### config.mk
export PLATFORM = sky130hd
export DESIGN_NAME = dram_cmd_sched
export DESIGN_NICKNAME = d
export VERILOG_FILES = /design/src/rtl/sal_sched_pkg.sv /design/src/rtl/sal_rr_arb.sv /design/src/rtl/dram_cmd_sched.sv
export SDC_FILE = /design/constraint.sdc
export NUM_CORES = 1
export LEC_CHECK = 0
export BUFFER_PORTS_ARGS = -buffer_cell sky130_fd_sc_hd__clkbuf_2
export CELL_PAD_IN_SITES_DETAIL_PLACEMENT = 1
export CELL_PAD_IN_SITES_GLOBAL_PLACEMENT = 1
export CORE_MARGIN = 5
export CORE_UTILIZATION = 35
export DETAILED_ROUTE_END_ITERATION = 8
export PLACE_DENSITY = 0.76
export SETUP_SLACK_MARGIN = 0.2
export SYNTH_ARGS = -nofsm -noshare
export SYNTH_HDL_FRONTEND = slang
export SYNTH_SLANG_ARGS = --single-unit
### constraint.sdc
create_clock -name clk -period 4.7 [get_ports clk]
set_input_delay 0.705 -clock clk [delete_from_list [all_inputs] [get_ports clk]]
set_output_delay 0.705 -clock clk [all_outputs]
set_load 0.01 [all_outputs]
### src/rtl/sal_sched_pkg.sv
// -----------------------------------------------------------------------------
// sal_sched_pkg
// Shared types for the DRAM channel command scheduler:
//   - default widths for the DRAM/DFI address, control and timing fields
//     (each can be overridden by defining the macro before this file)
//   - cmd_t, the command chosen in a cycle
//   - the DDR2 {ras_n, cas_n, we_n} strobe encoding for each command
// No ports (package).
// -----------------------------------------------------------------------------
`ifndef DRAM_RA_WIDTH
`define DRAM_RA_WIDTH 14
`endif
`ifndef DRAM_CA_WIDTH
`define DRAM_CA_WIDTH 10
`endif
`ifndef DFI_ADDR_WIDTH
`define DFI_ADDR_WIDTH 14
`endif
`ifndef DFI_BA_WIDTH
`define DFI_BA_WIDTH 3
`endif
`ifndef DFI_CS_WIDTH
`define DFI_CS_WIDTH 2
`endif
`ifndef T_RRD_WIDTH
`define T_RRD_WIDTH 4
`endif
`ifndef T_CCD_WIDTH
`define T_CCD_WIDTH 4
`endif
`ifndef T_WTR_WIDTH
`define T_WTR_WIDTH 4
`endif
`ifndef T_RTW_WIDTH
`define T_RTW_WIDTH 4
`endif

package sal_sched_pkg;

    typedef enum logic [2:0] {
        NOP,
        ACT,
        RD,
        WR,
        PRE,
        REF
    } cmd_t;

    // {ras_n, cas_n, we_n}
    localparam logic [2:0] STB_NOP = 3'b111;
    localparam logic [2:0] STB_ACT = 3'b011;
    localparam logic [2:0] STB_RD  = 3'b101;
    localparam logic [2:0] STB_WR  = 3'b100;
    localparam logic [2:0] STB_PRE = 3'b010;
    localparam logic [2:0] STB_REF = 3'b001;

    function automatic logic [2:0] cmd_strobes(input cmd_t cmd);
        logic [2:0] stb;
        case (cmd)
            ACT:     stb = STB_ACT;
            RD:      stb = STB_RD;
            WR:      stb = STB_WR;
            PRE:     stb = STB_PRE;
            REF:     stb = STB_REF;
            default: stb = STB_NOP;
        endcase
        return stb;
    endfunction

endpackage

### src/rtl/sal_rr_arb.sv
// -----------------------------------------------------------------------------
// sal_rr_arb
// Purely combinational round-robin picker. The search starts at ptr+1 and
// wraps modulo N, so the bank granted last (held in ptr by the caller) has
// the lowest priority next time. N must be a power of two >= 2.
// Ports:
//   req   in  N   request vector
//   ptr   in  PW  index of the most recently granted requester
//   gnt   out N   one-hot grant (all zero when valid=0)
//   valid out 1   some request was granted
// -----------------------------------------------------------------------------
module sal_rr_arb #(
    parameter  int N  = 4,
    localparam int PW = $clog2(N)
) (
    input  logic [N-1:0]  req,
    input  logic [PW-1:0] ptr,
    output logic [N-1:0]  gnt,
    output logic          valid
);

    logic [PW-1:0] idx;

    always_comb begin
        gnt   = '0;
        valid = 1'b0;
        idx   = '0;
        for (int i = 1; i <= N; i++) begin
            // PW-bit addition wraps naturally because N is a power of two;
            // i == N lands on ptr itself as the last candidate.
            idx = ptr + PW'(i);
            if (!valid && req[idx]) begin
                gnt[idx] = 1'b1;
                valid    = 1'b1;
            end
        end
    end

endmodule

### src/rtl/dram_cmd_sched.sv
// -----------------------------------------------------------------------------
// dram_cmd_sched
// Channel-level command scheduler. Each cycle picks at most one bank command
// (REF > RD/WR > ACT > PRE), returns a combinational one-hot grant, enforces
// the inter-bank t_rrd / t_ccd / t_wtr / t_rtw spacing and launches the
// granted command on the DFI control bus one clock later.
// Ports:
//   clk, rst_n                     clock, async active-low reset
//   act/rd/wr/pre/ref_req_i [NB]   per-bank requests (held until granted)
//   ra_i  [NB*RA]                  per-bank row address, bank b in slice b
//   ca_i  [NB*CA]                  per-bank column address, bank b in slice b
//   act/rd/wr/pre/ref_gnt_o [NB]   grants, at most one bit high overall
//   t_rrd_i/t_ccd_i/t_wtr_i/t_rtw_i  quasi-static timing in clocks
//   dfi_cke, dfi_cs_n, dfi_ras_n, dfi_cas_n, dfi_we_n, dfi_ba, dfi_addr,
//   dfi_odt                        registered DFI control outputs
// -----------------------------------------------------------------------------
`ifndef DRAM_RA_WIDTH
`define DRAM_RA_WIDTH 14
`endif
`ifndef DRAM_CA_WIDTH
`define DRAM_CA_WIDTH 10
`endif
`ifndef DFI_ADDR_WIDTH
`define DFI_ADDR_WIDTH 14
`endif
`ifndef DFI_BA_WIDTH
`define DFI_BA_WIDTH 3
`endif
`ifndef DFI_CS_WIDTH
`define DFI_CS_WIDTH 2
`endif
`ifndef T_RRD_WIDTH
`define T_RRD_WIDTH 4
`endif
`ifndef T_CCD_WIDTH
`define T_CCD_WIDTH 4
`endif
`ifndef T_WTR_WIDTH
`define T_WTR_WIDTH 4
`endif
`ifndef T_RTW_WIDTH
`define T_RTW_WIDTH 4
`endif

module dram_cmd_sched
    import sal_sched_pkg::*;
#(
    parameter int NUM_BANKS = 4,
    parameter int BA_W      = $clog2(NUM_BANKS)
) (
    input  logic                                  clk,
    input  logic                                  rst_n,
    input  logic [NUM_BANKS-1:0]                  act_req_i,
    input  logic [NUM_BANKS-1:0]                  rd_req_i,
    input  logic [NUM_BANKS-1:0]                  wr_req_i,
    input  logic [NUM_BANKS-1:0]                  pre_req_i,
    input  logic [NUM_BANKS-1:0]                  ref_req_i,
    input  logic [NUM_BANKS*`DRAM_RA_WIDTH-1:0]   ra_i,
    input  logic [NUM_BANKS*`DRAM_CA_WIDTH-1:0]   ca_i,
    output logic [NUM_BANKS-1:0]                  act_gnt_o,
    output logic [NUM_BANKS-1:0]                  rd_gnt_o,
    output logic [NUM_BANKS-1:0]                  wr_gnt_o,
    output logic [NUM_BANKS-1:0]                  pre_gnt_o,
    output logic [NUM_BANKS-1:0]                  ref_gnt_o,
    input  logic [`T_RRD_WIDTH-1:0]               t_rrd_i,
    input  logic [`T_CCD_WIDTH-1:0]               t_ccd_i,
    input  logic [`T_WTR_WIDTH-1:0]               t_wtr_i,
    input  logic [`T_RTW_WIDTH-1:0]               t_rtw_i,
    output logic                                  dfi_cke,
    output logic [`DFI_CS_WIDTH-1:0]              dfi_cs_n,
    output logic                                  dfi_ras_n,
    output logic                                  dfi_cas_n,
    output logic                                  dfi_we_n,
    output logic [`DFI_BA_WIDTH-1:0]              dfi_ba,
    output logic [`DFI_ADDR_WIDTH-1:0]            dfi_addr,
    output logic                                  dfi_odt
);

    localparam int RA_W   = `DRAM_RA_WIDTH;
    localparam int CA_W   = `DRAM_CA_WIDTH;
    localparam int ADDR_W = `DFI_ADDR_WIDTH;
    localparam int DBA_W  = `DFI_BA_WIDTH;
    localparam int CS_W   = `DFI_CS_WIDTH;

    // Rank 0 selected: bit 0 low, every other chip select high.
    localparam logic [CS_W-1:0] CS_SEL = ~(CS_W'(1));

    logic                     cke_en;
    logic [BA_W-1:0]          ptr_cas, ptr_act, ptr_pre;
    logic [`T_RRD_WIDTH-1:0]  cnt_rrd;
    logic [`T_CCD_WIDTH-1:0]  cnt_ccd;
    logic [`T_WTR_WIDTH-1:0]  cnt_wtr;
    logic [`T_RTW_WIDTH-1:0]  cnt_rtw;

    logic                     act_ok, rd_ok, wr_ok;
    logic [NUM_BANKS-1:0]     cas_raw, cas_elig, act_elig, pre_elig;
    logic [NUM_BANKS-1:0]     cas_oh, act_oh, pre_oh;
    logic                     cas_vld, act_vld, pre_vld;
    cmd_t                     cmd;
    logic [BA_W-1:0]          sel;
    logic [RA_W-1:0]          sel_ra;
    logic [CA_W-1:0]          sel_ca;

    function automatic logic [BA_W-1:0] oh_to_idx(input logic [NUM_BANKS-1:0] oh);
        logic [BA_W-1:0] idx;
        idx = '0;
        for (int i = 0; i < NUM_BANKS; i++) begin
            if (oh[i]) idx = idx | BA_W'(i);
        end
        return idx;
    endfunction

    assign act_ok = (cnt_rrd == '0);
    assign rd_ok  = (cnt_ccd == '0) && (cnt_wtr == '0);
    assign wr_ok  = (cnt_ccd == '0) && (cnt_rtw == '0);

    // A bank's lower-class requests are masked by any higher-class request it
    // raises, whether or not that higher request is currently eligible.
    assign cas_raw  = rd_req_i | wr_req_i;
    assign cas_elig = (rd_req_i & {NUM_BANKS{rd_ok}}) | (wr_req_i & {NUM_BANKS{wr_ok}});
    assign act_elig = act_req_i & ~cas_raw & {NUM_BANKS{act_ok}};
    assign pre_elig = pre_req_i & ~cas_raw & ~act_req_i;

    sal_rr_arb #(.N(NUM_BANKS)) u_arb_cas (.req(cas_elig), .ptr(ptr_cas), .gnt(cas_oh), .valid(cas_vld));
    sal_rr_arb #(.N(NUM_BANKS)) u_arb_act (.req(act_elig), .ptr(ptr_act), .gnt(act_oh), .valid(act_vld));
    sal_rr_arb #(.N(NUM_BANKS)) u_arb_pre (.req(pre_elig), .ptr(ptr_pre), .gnt(pre_oh), .valid(pre_vld));

    always_comb begin
        act_gnt_o = '0;
        rd_gnt_o  = '0;
        wr_gnt_o  = '0;
        pre_gnt_o = '0;
        ref_gnt_o = '0;
        cmd       = NOP;
        sel       = '0;
        if (cke_en) begin
            if (&ref_req_i) begin
                ref_gnt_o = '1;
                cmd       = REF;
            end else if (cas_vld) begin
                sel = oh_to_idx(cas_oh);
                // Bank with both RD and WR pending: RD wins when legal.
                if (rd_req_i[sel] && rd_ok) begin
                    rd_gnt_o = cas_oh;
                    cmd      = RD;
                end else begin
                    wr_gnt_o = cas_oh;
                    cmd      = WR;
                end
            end else if (act_vld) begin
                sel       = oh_to_idx(act_oh);
                act_gnt_o = act_oh;
                cmd       = ACT;
            end else if (pre_vld) begin
                sel       = oh_to_idx(pre_oh);
                pre_gnt_o = pre_oh;
                cmd       = PRE;
            end
        end
    end

    assign sel_ra  = ra_i[int'(sel)*RA_W +: RA_W];
    assign sel_ca  = ca_i[int'(sel)*CA_W +: CA_W];
    assign dfi_cke = cke_en;
    assign dfi_odt = 1'b0;

    always_ff @(posedge clk or negedge rst_n) begin
        if (!rst_n) begin
            cke_en    <= 1'b0;
            ptr_cas   <= '0;
            ptr_act   <= '0;
            ptr_pre   <= '0;
            cnt_rrd   <= '0;
            cnt_ccd   <= '0;
            cnt_wtr   <= '0;
            cnt_rtw   <= '0;
            dfi_cs_n  <= '1;
            dfi_ras_n <= 1'b1;
            dfi_cas_n <= 1'b1;
            dfi_we_n  <= 1'b1;
            dfi_ba    <= '0;
            dfi_addr  <= '0;
        end else begin
            cke_en <= 1'b1;

            // Timing counters: load t-1 (floored at 0) on grant, else count down.
            if (cmd == ACT)
                cnt_rrd <= (t_rrd_i == '0) ? '0 : t_rrd_i - 1'b1;
            else if (cnt_rrd != '0)
                cnt_rrd <= cnt_rrd - 1'b1;

            if (cmd == RD || cmd == WR)
                cnt_ccd <= (t_ccd_i == '0) ? '0 : t_ccd_i - 1'b1;
            else if (cnt_ccd != '0)
                cnt_ccd <= cnt_ccd - 1'b1;

            if (cmd == WR)
                cnt_wtr <= (t_wtr_i == '0) ? '0 : t_wtr_i - 1'b1;
            else if (cnt_wtr != '0)
                cnt_wtr <= cnt_wtr - 1'b1;

            if (cmd == RD)
                cnt_rtw <= (t_rtw_i == '0) ? '0 : t_rtw_i - 1'b1;
            else if (cnt_rtw != '0)
                cnt_rtw <= cnt_rtw - 1'b1;

            if (cmd == RD || cmd == WR) ptr_cas <= sel;
            if (cmd == ACT)             ptr_act <= sel;
            if (cmd == PRE)             ptr_pre <= sel;

            {dfi_ras_n, dfi_cas_n, dfi_we_n} <= cmd_strobes(cmd);
            dfi_cs_n <= (cmd == NOP) ? '1 : CS_SEL;
            case (cmd)
                ACT: begin
                    dfi_ba   <= DBA_W'(sel);
                    dfi_addr <= ADDR_W'(sel_ra);
                end
                RD, WR: begin
                    // Column sits below A10, so zero-extension keeps A10=0.
                    dfi_ba   <= DBA_W'(sel);
                    dfi_addr <= ADDR_W'(sel_ca);
                end
                PRE: begin
                    dfi_ba   <= DBA_W'(sel);
                    dfi_addr <= '0;
                end
                REF: begin
                    dfi_ba   <= '0;
                    dfi_addr <= '0;
                end
                default: ;  // deselect: ba/addr hold
            endcase
        end
    end

endmodule

# Word-level counts from Yosys, hierarchy flattened
# Cells that the tools add are included.
# word_totals
regBits	45
inputBits	134
out_inout_bits	44
word_cells	273
# classes
add_sub_neg	17
multipliers	2
n_lt_le_gt_ge	25
eq_ne	5
shifts	2
mux	132
bitwise	19
n_reduce_logical	57
# ops
cell	count
two-way mux 4 bit	43
indexed part select 56 x 7 -> 14 bit	1
bitwise OR 4 bit	11
two-way mux 1 bit	42
one-hot mux 14 bit (3 select lines)	1
indexed part select 40 x 7 -> 10 bit	1
less-than comparator 2 x 3 -> 1 bit, second input constant	13
logical NOT 4 bit	8
subtractor 4 x 1 -> 4 bit, second input constant	8
two-way mux 2 bit	14
binary-select mux 1 bit (select 2 bit)	13
bitwise AND 4 bit	6
demux 1 bit (select 2 bit)	12
>= comparator 2 x 1 -> 1 bit, second input constant	12
logical AND 1 bit	24
nonzero test 4 bit	4
two-way mux 3 bit	5
one-hot mux 3 bit (5 select lines)	1
adder 2 bit, second input constant	6
multiplier 2 x 3 -> 5 bit, second input constant	2
nonzero test 2 bit	5
logical NOT 1 bit	9
inverter 4 bit	2
adder 2 x 1 -> 2 bit, second input constant	3
10 further kinds	13

# Logic depth before layout (Yosys ltp)
# depth
ltp_word	32
ltp_mapped	16
depth_no_buf	13

# By module
# Synthesis repeated with hierarchy kept, for this count alone.
# hier_totals
cells_unflattened	546
hier_area_um2	4783.3
# modules_own_cells
mod	instances	cells_each	area_each_um2	seq_area_each_um2
dram_cmd_sched	1	402	3537.1	1081.0
sal_rr_arb	3	48	415.4	0.0

# Worst setup path after synthesis
# Ideal clock, no wire load.
# synth_timing
path_type	register -> output
from	register cnt_rtw[0]
to	output wr_gnt_o[0]
arrival_ns	3.320
t_required_ns	3.995
slack_ns	0.675
path_stages_with_launch	15
n_path_buf	2
cell_sequence	dfrtp_1 inv_1 ha_1 nor3b_2 and2_4 buf_6 a22o_1 mux4_2 nand3b_1 a31o_1 and2_1 o41ai_1 a221o_1 buf_4 nor3b_1
# synth_via
elab_chain_cells	29
# synth_lines
item	line	rtl
start, declared	dram_cmd_sched.sv:93	logic [`T_RTW_WIDTH-1:0] cnt_rtw;
start signal, assigned	dram_cmd_sched.sv:203	cnt_rtw <= (t_rtw_i == '0) ? '0 : t_rtw_i - 1'b1;
start signal, assigned	dram_cmd_sched.sv:205	cnt_rtw <= cnt_rtw - 1'b1;
logical NOT 4 bit (*)	dram_cmd_sched.sv:115	assign wr_ok = (cnt_ccd == '0) && (cnt_rtw == '0);
logical AND 1 bit (*)	dram_cmd_sched.sv:115	
bitwise AND 4 bit (*)	dram_cmd_sched.sv:120	assign cas_elig = (rd_req_i & {NUM_BANKS{rd_ok}}) | (wr_req_i & {NUM_BANKS{wr_ok}});
bitwise OR 4 bit (*)	dram_cmd_sched.sv:120	
binary-select mux 1 bit (select 2 bit)	sal_rr_arb.sv:32	if (!valid && req[idx]) begin
two-way mux 1 bit (implied by the code)	sal_rr_arb.sv:32	
two-way mux 1 bit	sal_rr_arb.sv:32	
logical NOT 1 bit	sal_rr_arb.sv:32	
[... 13 more ...]	n/a	
two-way mux 2 bit	dram_cmd_sched.sv:136	if (cke_en) begin
binary-select mux 1 bit (select 2 bit)	dram_cmd_sched.sv:143	if (rd_req_i[sel] && rd_ok) begin
two-way mux 1 bit (implied by the code)	dram_cmd_sched.sv:143	
logical AND 1 bit	dram_cmd_sched.sv:143	
two-way mux 4 bit	dram_cmd_sched.sv:143	
two-way mux 4 bit (*)	dram_cmd_sched.sv:140	end else if (cas_vld) begin
two-way mux 4 bit (*)	dram_cmd_sched.sv:137	if (&ref_req_i) begin
two-way mux 4 bit (*)	dram_cmd_sched.sv:136	
end, declared	dram_cmd_sched.sv:62	output logic [NUM_BANKS-1:0] wr_gnt_o,
# Every way passes the cells marked *; elsewhere a longest branch is shown, timed or not. The select of a mux whose other input is x is not followed.

# Final worst setup path
# layout_timing
from	register cnt_wtr[1]
to	output wr_gnt_o[0]
# layout_via
elab_chain_cells	29
# layout_lines
item	line	rtl
start, declared	dram_cmd_sched.sv:92	logic [`T_WTR_WIDTH-1:0] cnt_wtr;
start signal, assigned	dram_cmd_sched.sv:198	cnt_wtr <= (t_wtr_i == '0) ? '0 : t_wtr_i - 1'b1;
start signal, assigned	dram_cmd_sched.sv:200	cnt_wtr <= cnt_wtr - 1'b1;
logical NOT 4 bit (*)	dram_cmd_sched.sv:114	assign rd_ok = (cnt_ccd == '0) && (cnt_wtr == '0);
logical AND 1 bit (*)	dram_cmd_sched.sv:114	
bitwise AND 4 bit	dram_cmd_sched.sv:120	
bitwise OR 4 bit	dram_cmd_sched.sv:120	
binary-select mux 1 bit (select 2 bit)	sal_rr_arb.sv:32	
two-way mux 1 bit (implied by the code)	sal_rr_arb.sv:32	
two-way mux 1 bit	sal_rr_arb.sv:32	
logical NOT 1 bit	sal_rr_arb.sv:32	
[... 13 more ...]	n/a	
two-way mux 2 bit	dram_cmd_sched.sv:136	
binary-select mux 1 bit (select 2 bit)	dram_cmd_sched.sv:143	
two-way mux 1 bit (implied by the code)	dram_cmd_sched.sv:143	
logical AND 1 bit	dram_cmd_sched.sv:143	
two-way mux 4 bit	dram_cmd_sched.sv:143	
two-way mux 4 bit (*)	dram_cmd_sched.sv:140	
two-way mux 4 bit (*)	dram_cmd_sched.sv:137	
two-way mux 4 bit (*)	dram_cmd_sched.sv:136	
# Marks and branches as above.

==> impl_metrics.json <==
{
  "outcome": "finished, final reports clean",
  "tightest_slew_ps": 1130,
  "worstReg2RegEnd": "dfi_addr[7]$_DFFE_PN0P_",
  "relSlewSlack_pct": 24.8,
  "fmax_mhz": 225,
  "clkSlewWorstSetupHoldPaths_ps": 70,
  "synth_area_leaders": "dfrtp_1 (21%), ha_1 (8.6%), mux2i_1 (7.5%), nor2_1 (3.8%), mux4_2 (3.4%)",
  "ant_nets": 0,
  "die_h_um": 125,
  "port_buffers": 174,
  "crit_start": "cnt_wtr[1]$_DFFE_PN0P_",
  "fin_tns_setup_ps": 0,
  "crit_arrival_ps": 3740,
  "timing.final.crit_period_ps": 4440,
  "cp-start-kind": "register",
  "yosysTopAreaCell": "dfrtp_1",
  "ir_drop_v": 0.000208,
  "cts_tree": "yes",
  "ys_top_cells_by_count": "nor2_1 (47), dfrtp_1 (39), mux2i_1 (35)",
  "routed_wl_mm": 18.2,
  "area_growth_pct": 35.7,
  "grt_pass1_vias": 5466,
  "pre_cts_slack_ps": 203,
  "grt.total_usage_pct": 21.9,
  "design_area_um2": 6320,
  "power.total_w": 0.00279,
  "dp_hpwl_mm": 14.3,
  "setup_viol": 0,
  "overflow": 0,
  "final-hold-violation-count": 0,
  "dieArea_um2": 15700,
  "hp-class": "register to register",
  "cp.required_ps": 3990,
  "yosysMostFrequentCell": "nor2_1",
  "diodes": 0,
  "rows": 42,
  "antenna_found_initial": 0,
  "ys_ff_latch": 43,
  "drc": 0,
  "yosysSeqAreaShare_pct": 23.2,
  "synth-main-ff-cell": "dfrtp_1",
  "htreeDepth": 2,
  "grt_max_degree": 44,
  "p_per_area_nw_per_um2": 442,
  "synth_cells": 526,
  "start_util_pct": 35.4,
  "cts_buffer_depth": 2,
  "critPathMaxFanout": 7,
  "crit_type": "register to output port",
  "firstDrtPassIters": 4,
  "period_share_pct": 94.6,
  "route.vias.total": 5150,
  "fin_nets": 894,
  "clock-root-buffer": "clkbuf_16",
  "core_um2": 13100,
  "rsz0062_at_grt": "false",
  "rr_startpoint": "cnt_wtr[1]$_DFFE_PN0P_",
  "synth_top_area_share_pct": 21.0,
  "cap_viol_max_count": 0,
  "fin_ws_ps": 256,
  "drive_gt1_share_pct": 42.0,
  "die_w_um": 125,
  "cts.sinks": 43,
  "synthDistinctLibCells": 78,
  "clock_skew_ps": 10.2,
  "syn_area_um2": 4660,
  "critPathCapture": "wr_gnt_o[0]",
  "r2r_cells": 18,
  "yosys_warnings": 0,
  "cts_made_buffers": 5,
  "avgSynthCellArea_um2": 8.85,
  "maxSlewViolCount": 0,
  "insertion_delay_ps": 290,
  "cts_hold_buffers": 0,
  "first_iter_violations": 258,
  "globalplace.congestion": 0.889,
  "rrSetupSlack_ps": 580,
  "placed_area_um2": 5700,
  "synth_edf_count": 0,
  "end_kind": "output port",
  "io_pins": 178,
  "wl_per_cell_um": 20.1,
  "avgViaCountPerCell": 5.69,
  "p_leak_nw": 3.05,
  "ys_async_sr_fraction_pct": 100,
  "grt_pass1_wl_mm": 28.5
}
## area by class of cell
cell class / count / area [µm²]
fillers: 1628 / 6820
multi-input cells: 438 / 3500
repair buffers: 218 / 1250
flip-flops and latches: 43 / 1080
well taps: 176 / 220
clock buffers: 5 / 125
inverters: 22 / 82.6
clock inverters: 3 / 67.6
## sequential cells by signal, summed over array words and instances (netlist names), 2 cells and up
signal    count
dfi_addr     14
ptr_act       2
cnt_wtr       4
cnt_rtw       4
cnt_rrd       4
ptr_pre       2
dfi_ba        2
cnt_ccd       4
ptr_cas       2
## worst max-delay path, cell delays in order, from the launching register on
cell	delay, ps
dfrtp_1	410
inv_2	90
ha_4	120
or3b_4	390
nor3_4	150
buf_6	160
a22oi_2	100
mux4_2	520
buf_6	170
nor2_2	100
a31o_2	160
inv_1	80
o41ai_2	340
a221o_2	290
nor3b_2	210
clkbuf_2	160
## cells by family (layout without fill, tap and decap cells)
kind of cell,Yosys count,after routing,synth area share (%)
multiplexers,63,63,16.0
AND/OR/NAND/NOR,197,197,23.7
buffers and inverters,47,248,5.83
adder cells (fa/ha/maj),32,32,8.60
AO/OA/AOI/OAI,137,137,21.6
flip-flops,43,43,23.2
other,2,4,0.161
XOR/XNOR,5,5,0.941
## how the worst min path moves through the flow
stage / start / slack (ps) / to / depth (start not counted)
after floorplan: rst_n / 410 / cnt_ccd[0]$_DFFE_PN0P_ / 0
after global placement: dfi_ba[1]$_DFFE_PN0P_ / 460 / dfi_ba[1]$_DFFE_PN0P_ / 2
after global routing: dfi_ba[1]$_DFFE_PN0P_ / 510 / dfi_ba[1]$_DFFE_PN0P_ / 2
after detailed placement: dfi_ba[1]$_DFFE_PN0P_ / 470 / dfi_ba[1]$_DFFE_PN0P_ / 2
final: dfi_ba[1]$_DFFE_PN0P_ / 480 / dfi_ba[1]$_DFFE_PN0P_ / 2
after CTS: dfi_ba[1]$_DFFE_PN0P_ / 480 / dfi_ba[1]$_DFFE_PN0P_ / 2
## metal layers
layer | routed length (µm) | global-route usage (%) | part of all wire, %
met1 | 7610 | 28.9 | 42
met2 | 9170 | 37.7 | 50
met3 | 1030 | 3.67 | 5.7
met4 | 418 | 5.17 | 2.3
met5 | 0 | 0 | 0
## per-stage QoR
step	utilization [%]	std cells	hold slack (ps)
3_5_place_dp	43.4	867	467
3_3_place_gp	43.4	867	463
2_1_floorplan	-	528	409
6_report	48.1	905	481
5_1_grt	48.1	905	507
4_1_cts	45.7	882	484
## where the power goes
part | internal, W | total [W] | switching, W
registers | 0.000541 | 0.000711 | 0.000171
logic | 0.000748 | 0.00162 | 0.000875
clock network | 0.000305 | 0.000460 | 0.000156
## repair_timing
item / CTS / global route
gates resized for setup: 16 / 35
pin swaps: 2 / 15
buffers inserted: 7 / 23
endpoints found under the hold margin: 0 / 0
setup endpoints to repair: 8 / 23
## cells in the final DEF (no fill, tap or decap), types with 6 or more instances in the layout
cell / Yosys / layout
nand4_1: 8 / 8
a211oi_1: 7 / 6
ha_1: 32 / 29
buf_4: 9 / 39
o21ai_0: 20 / 18
buf_2: 0 / 6
and3_1: 6 / 6
or2_2: 6 / 6
nor2_1: 47 / 43
or3_1: 6 / 6
mux4_2: 7 / 7
mux2_2: 9 / 9
nand2_1: 32 / 32
mux2_1: 12 / 12
mux2i_1: 35 / 35
nor4b_1: 7 / 7
a31oi_1: 9 / 8
inv_1: 22 / 18
dfrtp_1: 39 / 39
clkbuf_2: 0 / 168
nor2b_1: 9 / 9
o22ai_1: 12 / 12
o221ai_1: 6 / 6
nor3_1: 31 / 28
a21oi_1: 26 / 23
nand3_1: 10 / 10
No activity file was read; power rests on OpenSTA's default activity.
